--- config.mk ---
export PLATFORM = sky130hd
export DESIGN_NAME = pc_fetch_ctrl
export DESIGN_NICKNAME = d
export VERILOG_FILES = /design/src/rtl/cpu_pkg.sv /design/src/rtl/pc_target_sel.sv /design/src/rtl/pc_fetch_ctrl.sv
export SDC_FILE = /design/constraint.sdc
export NUM_CORES = 1
export LEC_CHECK = 0
export CORE_UTILIZATION = 49
export CTS_CLUSTER_DIAMETER = 200
export DETAILED_ROUTE_END_ITERATION = 16
export HOLD_SLACK_MARGIN = 0.02
export PLACE_DENSITY = 0.85
export SETUP_SLACK_MARGIN = 0.4
export SYNTH_ARGS = -nofsm -noshare
export SYNTH_HDL_FRONTEND = slang
export SYNTH_SLANG_ARGS = --single-unit
--- constraint.sdc ---
create_clock -name clk -period 2.88 [get_ports clk]
set_clock_uncertainty 0.05 [all_clocks]
set_input_delay 0.864 -clock clk [delete_from_list [all_inputs] [get_ports clk]]
set_output_delay 0.864 -clock clk [all_outputs]
set_load 0.02 [all_outputs]
--- src/rtl/cpu_pkg.sv ---
// Shared constants and enumerations for the fetch stage of the MIPS core.
// Default address-map values and the redirect/fetch-state encodings.
package cpu_pkg;

    localparam int          ADDR_W    = 32;
    localparam logic [31:0] RESET_VEC = 32'hBFC0_0000;
    localparam logic [31:0] EXC_VEC   = 32'hBFC0_0380;
    localparam int          STEP      = 4;

    typedef enum logic [2:0] {
        RD_NONE,
        RD_BR,
        RD_J,
        RD_JR,
        RD_ERET,
        RD_EXC
    } rd_src_e;

    typedef enum logic {
        HOLD,
        RUN
    } fetch_state_e;

endpackage

--- src/rtl/pc_target_sel.sv ---
// Redirect source priority encoder and target address generation.
// Purely combinational: reports {valid, is_flush, target} for the current cycle.
module pc_target_sel #(
    parameter int                ADDR_W  = cpu_pkg::ADDR_W,
    parameter logic [ADDR_W-1:0] EXC_VEC = ADDR_W'(cpu_pkg::EXC_VEC),
    parameter int                STEP    = cpu_pkg::STEP
) (
    input  logic              branch_en,
    input  logic              branch_taken,
    input  logic [ADDR_W-1:0] br_pc,
    input  logic [15:0]       br_offset,
    input  logic              jump_en,
    input  logic [25:0]       jump_index,
    input  logic              jr_en,
    input  logic [ADDR_W-1:0] jr_target,
    input  logic              exc_req,
    input  logic              eret_req,
    input  logic [ADDR_W-1:0] epc,
    output logic              valid,
    output logic              is_flush,
    output logic [ADDR_W-1:0] target
);

    import cpu_pkg::*;

    rd_src_e           src;
    logic [ADDR_W-1:0] seq_pc;
    logic [ADDR_W-1:0] br_off_ext;
    logic [ADDR_W-1:0] br_target;
    logic [ADDR_W-1:0] j_target;

    // Branch and jump targets are relative to the delay-slot address.
    assign seq_pc     = br_pc + ADDR_W'(STEP);
    assign br_off_ext = {{(ADDR_W-18){br_offset[15]}}, br_offset, 2'b00};
    assign br_target  = seq_pc + br_off_ext;

    generate
        if (ADDR_W > 28) begin : g_j_region
            assign j_target = {seq_pc[ADDR_W-1:28], jump_index, 2'b00};
        end else begin : g_j_flat
            assign j_target = {jump_index, 2'b00};
        end
    endgenerate

    // NOTE: every variable written here gets a default first, so no path infers a latch.
    always_comb begin
        src = RD_NONE;
        if (exc_req)
            src = RD_EXC;
        else if (eret_req)
            src = RD_ERET;
        else if (jr_en)
            src = RD_JR;
        else if (jump_en)
            src = RD_J;
        else if (branch_en && branch_taken)
            src = RD_BR;
    end

    always_comb begin
        valid    = 1'b1;
        is_flush = 1'b0;
        target   = '0;
        case (src)
            RD_EXC: begin
                is_flush = 1'b1;
                target   = EXC_VEC;
            end
            RD_ERET: begin
                is_flush = 1'b1;
                target   = epc;
            end
            RD_JR:   target = jr_target;
            RD_J:    target = j_target;
            RD_BR:   target = br_target;
            default: valid  = 1'b0;
        endcase
    end

endmodule

--- src/rtl/pc_fetch_ctrl.sv ---
// Program counter and fetch-request unit: PC register, pending-redirect buffer
// and a two-state start-up FSM in front of the instruction memory port.
module pc_fetch_ctrl #(
    parameter int                ADDR_W    = cpu_pkg::ADDR_W,
    parameter logic [ADDR_W-1:0] RESET_VEC = ADDR_W'(cpu_pkg::RESET_VEC),
    parameter logic [ADDR_W-1:0] EXC_VEC   = ADDR_W'(cpu_pkg::EXC_VEC),
    parameter int                STEP      = cpu_pkg::STEP
) (
    input  logic              clk,
    input  logic              rst_n,
    input  logic              stall,
    input  logic              req_ready,
    input  logic              branch_en,
    input  logic              branch_taken,
    input  logic [ADDR_W-1:0] br_pc,
    input  logic [15:0]       br_offset,
    input  logic              jump_en,
    input  logic [25:0]       jump_index,
    input  logic              jr_en,
    input  logic [ADDR_W-1:0] jr_target,
    input  logic              exc_req,
    input  logic              eret_req,
    input  logic [ADDR_W-1:0] epc,
    output logic [ADDR_W-1:0] pc,
    output logic              ce,
    output logic              fetch_adel,
    output logic              redirect_pending
);

    import cpu_pkg::*;

    fetch_state_e      state_q, state_d;
    logic [ADDR_W-1:0] pc_q, pc_d;
    logic              pend_valid_q, pend_valid_d;
    logic [ADDR_W-1:0] pend_target_q, pend_target_d;

    logic              sel_valid;
    logic              sel_flush;
    logic [ADDR_W-1:0] sel_target;
    logic              advance;

    pc_target_sel #(
        .ADDR_W  (ADDR_W),
        .EXC_VEC (EXC_VEC),
        .STEP    (STEP)
    ) u_target_sel (
        .branch_en    (branch_en),
        .branch_taken (branch_taken),
        .br_pc        (br_pc),
        .br_offset    (br_offset),
        .jump_en      (jump_en),
        .jump_index   (jump_index),
        .jr_en        (jr_en),
        .jr_target    (jr_target),
        .exc_req      (exc_req),
        .eret_req     (eret_req),
        .epc          (epc),
        .valid        (sel_valid),
        .is_flush     (sel_flush),
        .target       (sel_target)
    );

    assign ce      = (state_q == RUN);
    assign advance = ce & req_ready & ~stall;

    always_comb begin
        state_d       = state_q;
        pc_d          = pc_q;
        pend_valid_d  = pend_valid_q;
        pend_target_d = pend_target_q;

        case (state_q)
            HOLD: state_d = RUN;
            RUN:  state_d = RUN;
        endcase

        // Flushes ignore stall/back-pressure; other redirects wait for an accepted fetch.
        if (sel_valid && sel_flush) begin
            pc_d         = sel_target;
            pend_valid_d = 1'b0;
        end else if (sel_valid) begin
            if (advance) begin
                pc_d         = sel_target;
                pend_valid_d = 1'b0;
            end else begin
                pend_valid_d  = 1'b1;
                pend_target_d = sel_target;
            end
        end else if (advance) begin
            if (pend_valid_q) begin
                pc_d         = pend_target_q;
                pend_valid_d = 1'b0;
            end else begin
                pc_d = pc_q + ADDR_W'(STEP);
            end
        end
    end

    // NOTE: state registers use non-blocking assignments so every flop samples pre-edge values.
    // NOTE: the pending target is reset too; it is a single register, not a memory array.
    always_ff @(posedge clk or negedge rst_n) begin
        if (!rst_n) begin
            state_q       <= HOLD;
            pc_q          <= RESET_VEC;
            pend_valid_q  <= 1'b0;
            pend_target_q <= '0;
        end else begin
            state_q       <= state_d;
            pc_q          <= pc_d;
            pend_valid_q  <= pend_valid_d;
            pend_target_q <= pend_target_d;
        end
    end

    assign pc               = pc_q;
    assign redirect_pending = pend_valid_q;
    assign fetch_adel       = ce & (pc_q[1:0] != 2'b00);

endmodule
==> reports/results.tsv, run 1 <==
metric	value	unit
Post-Synthesis Cells	811	
most common cell in the synthesized netlist	nand2_1	
Cell Area, Synth	6330	µm²
Crit. endpoint post-GRT repair	pend_target_q[31]$_DFFE_PN0P_/D	
syn avg cell area	7.80	µm²
Stop stage	global routing (5_1_grt)	
CTS Hold Buffers Added	0	
Run Error	[ERROR GRT-0232] Routing congestion too high. Check the congestion heatmap in the GUI.	
post-place setup slack	-1580	ps
clk buf depth	2	
syn_nets	997	
Synth area leaders	dfrtp_1 23%, nand2_1 8.1%, ha_1 7.3%	
top-area cell type share of the netlist area	22.5	%
Post-synth top cells	137 x nand2_1, 79 x nor2_1, 57 x dfrtp_1, 57 x o21ai_0, 56 x a21oi_1	
Die Y	116	µm
Initial Util	50.1	%
Post-synth EDFFs	0	
Sink Count	66	
total global routing overflow	105	
number of synthesis warnings	0	
port buffer count	182	
top_reg_cell synth	dfrtp_1	
Async SR Flop Fraction	100	%
cell taking the most area after synthesis	dfrtp_1	
Rows	41	
Distinct cells, synth	78	
GRT Util Overall	77.2	%
H-tree lvl count	3	
Inst Count DP	1310	
status	aborted with a tool error	
Top Ports	183	
register bit count reported by yosys	66	
largest net degree at the start of global routing	67	
sequential-to-total area share from yosys stat	26.3	%
Clock Root Buffer	clkbuf_16	
WEP type	register input	
global placer's final weighted congestion	0.954	
CTS Buf Count	9	
Detail Placement HPWL	18.4	mm
Die X	116	µm
## kinds of logic after synthesis
| kind of cell | Yosys count | synth area share [%] |
|---|---|---|
| AOI/OAI and AO/OA | 255 | 27.9 |
| xor gates and xnor gates | 78 | 11.2 |
| adders and majority gates | 38 | 7.63 |
| buffers and inverters | 59 | 3.60 |
| DFF | 66 | 26.3 |
| muxes | 3 | 0.514 |
| other | 1 | 0.0593 |
| and+or+nand+nor | 311 | 22.9 |
## routing by layer
layer | GRT overflow | GRT usage, %
met1 | 0 | 75.9
met3 | 0 | 59.6
met4 | 32 | 82.2
met2 | 73 | 95.9
met5 | 0 | 21.9
## stage by stage
stage	area (µm²)	hold WS, ps	TNS [ps]	utilization (%)
after floorplan	6580	388	-16550	-
after detailed placement	10000	415	-65260	79.2
after global placement	10000	399	-61150	79.2
after CTS	11000	426	-20100	87.3
## timing repair
action,in CTS
buffers inserted,31
pin swaps,108
setup endpoints to repair,64
resized for setup,184
cloned,0
==> run 2, diff against run 1 <==
==> config.mk (replaced) <==
export PLATFORM = sky130hd
export DESIGN_NAME = pc_fetch_ctrl
export DESIGN_NICKNAME = d
export VERILOG_FILES = /design/src/rtl/cpu_pkg.sv /design/src/rtl/pc_target_sel.sv /design/src/rtl/pc_fetch_ctrl.sv
export SDC_FILE = /design/constraint.sdc
export NUM_CORES = 1
export LEC_CHECK = 0
export CORE_UTILIZATION = 35
export DETAILED_ROUTE_END_ITERATION = 16
export PLACE_DENSITY_LB_ADDON = 0.15
export SYNTH_ARGS = -nofsm -noshare
export SYNTH_HDL_FRONTEND = slang
export SYNTH_SLANG_ARGS = --single-unit
==> reports/results.tsv, run 2 <==
metric	value	unit
setup TNS	-26130	ps
area delta synth->final	80.4	%
met2 Resource Use GR	42.1	%
final WL	24.1	mm
Setup Crit Path Kind	primary input to flop	
peak supply drop	0.000381	V
status	finished with violations	
most common cell in the synthesized netlist	nand2_1	
final core utilization	65.3	%
clock slew at reported path FFs	50	ps
endpoint arrival time on the critical path	3850	ps
Die X	136	µm
register bit count reported by yosys	66	
sw frac	33.5	%
crit end category	flop	
Cell Area, Synth	6330	µm²
syn_nets	997	
H-tree lvl count	3	
RSZ-0062 raised after global routing	true	
Clock Root Buffer	clkbuf_16	
drt pass-1 iters	6	
Die Y	136	µm
post-synthesis adder-cell area fraction	7.63	%
Worst Path Required	3080	ps
vias in the first global route	7109	
first-pass GRT wire length	37.7	mm
final worst slack	-773	ps
simple-gate share of the synthesized area	22.9	%
Async SR Flop Fraction	100	%
Clk network pwr share	24.8	%
Total Nets Final	1382	
CP startpoint kind	primary input	
layout cells sized above 1	36.4	%
Post-synth top cells	137 x nand2_1, 79 x nor2_1, 57 x dfrtp_1, 57 x o21ai_0, 56 x a21oi_1	
total global routing overflow	0	
global placer's final weighted congestion	0.868	
Fmax	274	MHz
GRT Util Overall	26.1	%
Slew headroom	52.4	%
post-synthesis compound-gate area fraction	27.9	%
XOR/XNOR Fraction of Synth Area	11.2	%
wire per inst	16.9	µm
flip-flop and latch area	1660	µm²
area of the multi-input gates	5400	µm²
Max-Cap Viols	0	
largest net degree at the start of global routing	67	
total internal power	2.68	mW
vias post-DR	7570	
worst-margin pin slew	714	ps
Synth area leaders	dfrtp_1 23%, nand2_1 8.1%, ha_1 7.3%	
Distinct cells, synth	78	
top_reg_cell synth	dfrtp_1	
Post-synth EDFFs	0	
most frequent cells in the layout	207 x buf_4, 159 x clkdlybuf4s50_1, 127 x nand2_1	
initial antenna violation count	0	
sequential-to-total area share from yosys stat	26.3	%
Final Slew Violations	0	
PD cells	353	nW/µm²
final cycle utilization of the critical path	127	%
Sink Count	66	
core area	17500	µm²
DRC viols	0	
GR peak layer	met2	
fin crit period	3650	ps
P_sw	1.35	mW
main combinational cell family by area after synthesis	compound AO/OA/AOI/OAI gates	
CTS Buf Count	9	
FILL cells	1416	
CTS tree	yes	
final setup fails	49	
Post-Synthesis Cells	811	
final hold violations	0	
cell taking the most area after synthesis	dfrtp_1	
# diodes	0	
Initial Util	36.2	%
clk buf depth	2	
Hold Crit Class	flop to flop	
violated checks	setup timing	
Global Route met3 Usage	2.24	%
vias per cell	5.31	
most common cell after layout, fill and taps aside	buf_4	
Top Ports	183	
top-area cell type share of the netlist area	22.5	%
Worst-Skew Late Latency	330	ps
Logic pwr share	46.0	%
Sequential Power Share	29.2	%
number of synthesis warnings	0	
Leakage	4.78	nW
port buffer count	182	
mux contribution to synthesized area	0.514	%
Rows	48	
Antenna Nets Post-Route	0	
syn avg cell area	7.80	µm²
maximum fanout along the worst path	6	
die area	18600	µm²
DR iter-0 viols	675	
Detail Placement HPWL	18.2	mm
met1 Use GR	37.1	%
Min Hold Slack	425	ps
## run 2: cell counts after synthesis
Identical to the previous run, type by type.
## run 2: stage by stage
step | power (mW) | worst slack, ps | std cells | cell area [µm²]
2_1_floorplan | 1.94 | -813 | 811 | 6570
3_3_place_gp | 2.74 | -1670 | 1367 | 10000
3_5_place_dp | 2.76 | -1670 | 1367 | 10000
4_1_cts | 3.93 | -658 | 1418 | 11100
5_1_grt | 4.24 | -912 | 1426 | 11400
6_report | 4.03 | -773 | 1426 | 11400
## run 2: final cells by class
class,count,area share [%]
clock buffer,16,2.38
inverter,13,0.427
multi-input combinational,686,47.3
sequential,66,14.6
tap,225,2.47
timing repair buffer,420,32.8
## run 2: final timing paths
| check | startpoint | end | slack (ps) | cells past startpoint |
|---|---|---|---|---|
| max reg2reg | pc[11] | pc[31] | 480 | 9 |
| min | pend_target_q[1] | pend_target_q[1] | 420 | 2 |
| max in group asynchronous | rst_n | pc[29] | 1940 | 2 |
| min in group asynchronous | rst_n | pc[6] | 490 | 2 |
| min reg2reg | pend_target_q[1] | pend_target_q[1] | 420 | 2 |
| max | br_pc[2] | pc[26] | -770 | 16 |
## run 2: metal layers
layer / up-vias / routed length (µm) / share of wire (%)
met1: 3559 / 11200 / 47
met4: 0 / 441 / 1.8
met2: 227 / 11400 / 48
li1: 3751 / - / -
met5: - / 0 / 0
met3: 33 / 992 / 4.1
## run 2: worst max-delay path, cell delays in order
cell     delay, ps
buf_8           80
ha_4           140
nand3_4         80
nor3_4         270
nand2_1        120
xnor2_1        150
ha_1           320
buf_6          140
nand4_1        220
o41ai_4        520
buf_4          190
nand2_4         60
a21oi_4        160
xor2_1         190
nand2_1        140
a31oi_1        210
## run 2: power by group through the flow
stage                     clock, mW  sequential, mW  combinational, mW
final                         0.997            1.18               1.85
after global routing           1.05            1.20               1.99
after CTS                      1.02            1.18               1.74
after detailed placement          0            1.19               1.57
after global placement            0            1.19               1.56
after floorplan                   0            1.23              0.707
## run 2: kinds of logic after synthesis
| kind of cell | Yosys count |
|---|---|
| XOR/XNOR | 78 |
| adder cells (fa/ha/maj) | 38 |
| flip-flops | 66 |
| AO/OA/AOI/OAI | 255 |
| buffers and inverters | 59 |
| other | 1 |
| multiplexers | 3 |
| AND/OR/NAND/NOR | 311 |
## run 2: what timing repair did
item | CTS | global route
pin swaps | 126 | 66
setup endpoints to repair | 53 | 51
setup buffers | 41 | 11
hold buffers | 0 | 0
gates resized for setup | 184 | 59
Note: power is estimated with default switching activity, not from simulation.
==> run 3, diff against run 2 <==
--- a/config.mk
+++ b/config.mk
@@ -7,6 +7,7 @@
 export LEC_CHECK = 0
 export CORE_UTILIZATION = 35
 export DETAILED_ROUTE_END_ITERATION = 16
+export GPL_ROUTABILITY_DRIVEN = 0
 export PLACE_DENSITY_LB_ADDON = 0.15
 export SYNTH_ARGS = -nofsm -noshare
 export SYNTH_HDL_FRONTEND = slang
==> reports/results.tsv, run 3 (same netlist as run 2, synthesis figures left out) <==
metric	value	unit
largest delay contributor family on the critical path	compound AO/OA/AOI/OAI gates	
Setup Crit Path Kind	primary input to flop	
# diodes	0	
met1 Use GR	35.2	%
total global routing overflow	0	
initial antenna violation count	0	
status	finished with violations	
drt pass-1 iters	5	
Global Route met3 Usage	2.05	%
RSZ-0062 raised after global routing	true	
CTS tree	yes	
Final Slew Violations	0	
final setup fails	48	
DRC viols	0	
Die X	136	µm
GR peak layer	met2	
Worst R2R Path Depth	9	
Worst Path Required	3070	ps
CTS Buf Count	9	
worst r2r src	pc[11]	
worst-margin pin slew	683	ps
Rows	48	
Clock Root Buffer	clkbuf_16	
Hold Crit Class	primary input to async pin	
Slew headroom	54.4	%
first-pass GRT wire length	36.8	mm
Worst Path Buf+Inv	3	
endpoint arrival time on the critical path	3780	ps
vias post-DR	7456	
Die Y	136	µm
crit end category	flop	
Top Ports	183	
vias per cell	5.31	
Detail Placement HPWL	18.6	mm
GRT Util Overall	25.4	%
Worst R2R Setup Slack	400	ps
most frequent cells in the layout	182 x buf_4, 159 x clkdlybuf4s50_1, 131 x nand2_1	
Max-Cap Viols	0	
die area	18600	µm²
Fmax	279	MHz
PD cells	357	nW/µm²
overall power	4.02	mW
Total Nets Final	1360	
final WL	23.8	mm
FILL cells	1447	
Sink Count	66	
setup TNS	-23010	ps
CP cell instances	dlygate4sd2_1, and3_4, and3_4, buf_4, nand3_1, xnor2_2, ha_1, a21o_1, a211oi_2, o41ai_4, buf_4, a21oi_2, o21bai_1, xor2_1, a21oi_2, a31oi_1	
DR iter-0 viols	588	
CP peak stage delay	320	ps
CP startpoint kind	primary input	
maximum fanout along the worst path	3	
clk buf depth	2	
slowest CP cell	ha_1	
final worst slack	-707	ps
core area	17500	µm²
Worst path depth	16	
most common cell after layout, fill and taps aside	buf_4	
layout cells sized above 1	34.8	%
area delta synth->final	78.1	%
fin crit period	3590	ps
r2r endpoint	pc[31]	
clock slew at reported path FFs	50	ps
port buffer count	182	
Worst-Skew Late Latency	330	ps
H-tree lvl count	3	
vias in the first global route	7132	
Initial Util	36.2	%
met2 Resource Use GR	42.0	%
wire per inst	16.9	µm
final cycle utilization of the critical path	125	%
largest net degree at the start of global routing	43	
peak supply drop	0.000350	V
Antenna Nets Post-Route	0	
Leakage	4.67	nW
violated checks	setup timing	
CTS Hold Buffers Added	0	
final hold violations	0	
## run 3: area by class of cell
type | count | area (µm²) | area share (%)
clock inverters | 2 | 10.0 | 0.0888
flip-flops and latches | 66 | 1660 | 14.8
clock buffers | 14 | 274 | 2.43
well taps | 225 | 282 | 2.50
inverters | 13 | 48.8 | 0.433
multi-input cells | 686 | 5390 | 47.8
repair buffers | 398 | 3600 | 32.0
## run 3: metrics by stage
stage	instances	setup WS [ps]	utilization, %	hold slack (ps)	cell area, µm²
2_1_floorplan	811	-813	-	388	6570
3_3_place_gp	1364	-1520	57.3	401	10000
3_5_place_dp	1364	-1580	57.3	413	10000
4_1_cts	1396	-638	62.5	367	10900
5_1_grt	1404	-848	64.5	378	11300
6_report	1404	-707	64.5	363	11300
## run 3: per-layer routing
metal | routed length, µm | vias up
li1 | - | 3695
met1 | 11000 | 3528
met2 | 11400 | 207
met3 | 910 | 26
met4 | 384 | 0
met5 | 0 | -
## run 3: worst max path at each step
stage	from	end	slack (ps)
after floorplan	br_pc[2]	pend_target_q[31]	-810
final	br_pc[15]	pc[24]	-710
after global routing	br_pc[3]	pc[31]	-850
after CTS	br_pc[3]	pc[31]	-640
after detailed placement	br_pc[2]	pend_target_q[31]	-1580
after global placement	br_pc[2]	pend_target_q[31]	-1520
## run 3: timing repair
| item | CTS | global route |
|---|---|---|
| pin swaps | 91 | 82 |
| gates resized for setup | 167 | 63 |
| setup buffers | 20 | 11 |
| endpoints found under the setup margin | 52 | 52 |
## run 3: where the power goes
part           leakage, nW  switching (mW)  internal [mW]
Sequential           0.790           0.118           1.06
Clock                0.143           0.381          0.650
Combinational         3.74           0.855          0.957
==> run 4, diff against run 3 <==
--- a/config.mk
+++ b/config.mk
@@ -7,7 +7,6 @@
 export LEC_CHECK = 0
 export CORE_UTILIZATION = 35
 export DETAILED_ROUTE_END_ITERATION = 16
-export GPL_ROUTABILITY_DRIVEN = 0
 export PLACE_DENSITY_LB_ADDON = 0.15
 export SYNTH_ARGS = -nofsm -noshare
 export SYNTH_HDL_FRONTEND = slang
==> results of run 4 <==
No change in the layout: final DEF, timing and power equal those of run 2.
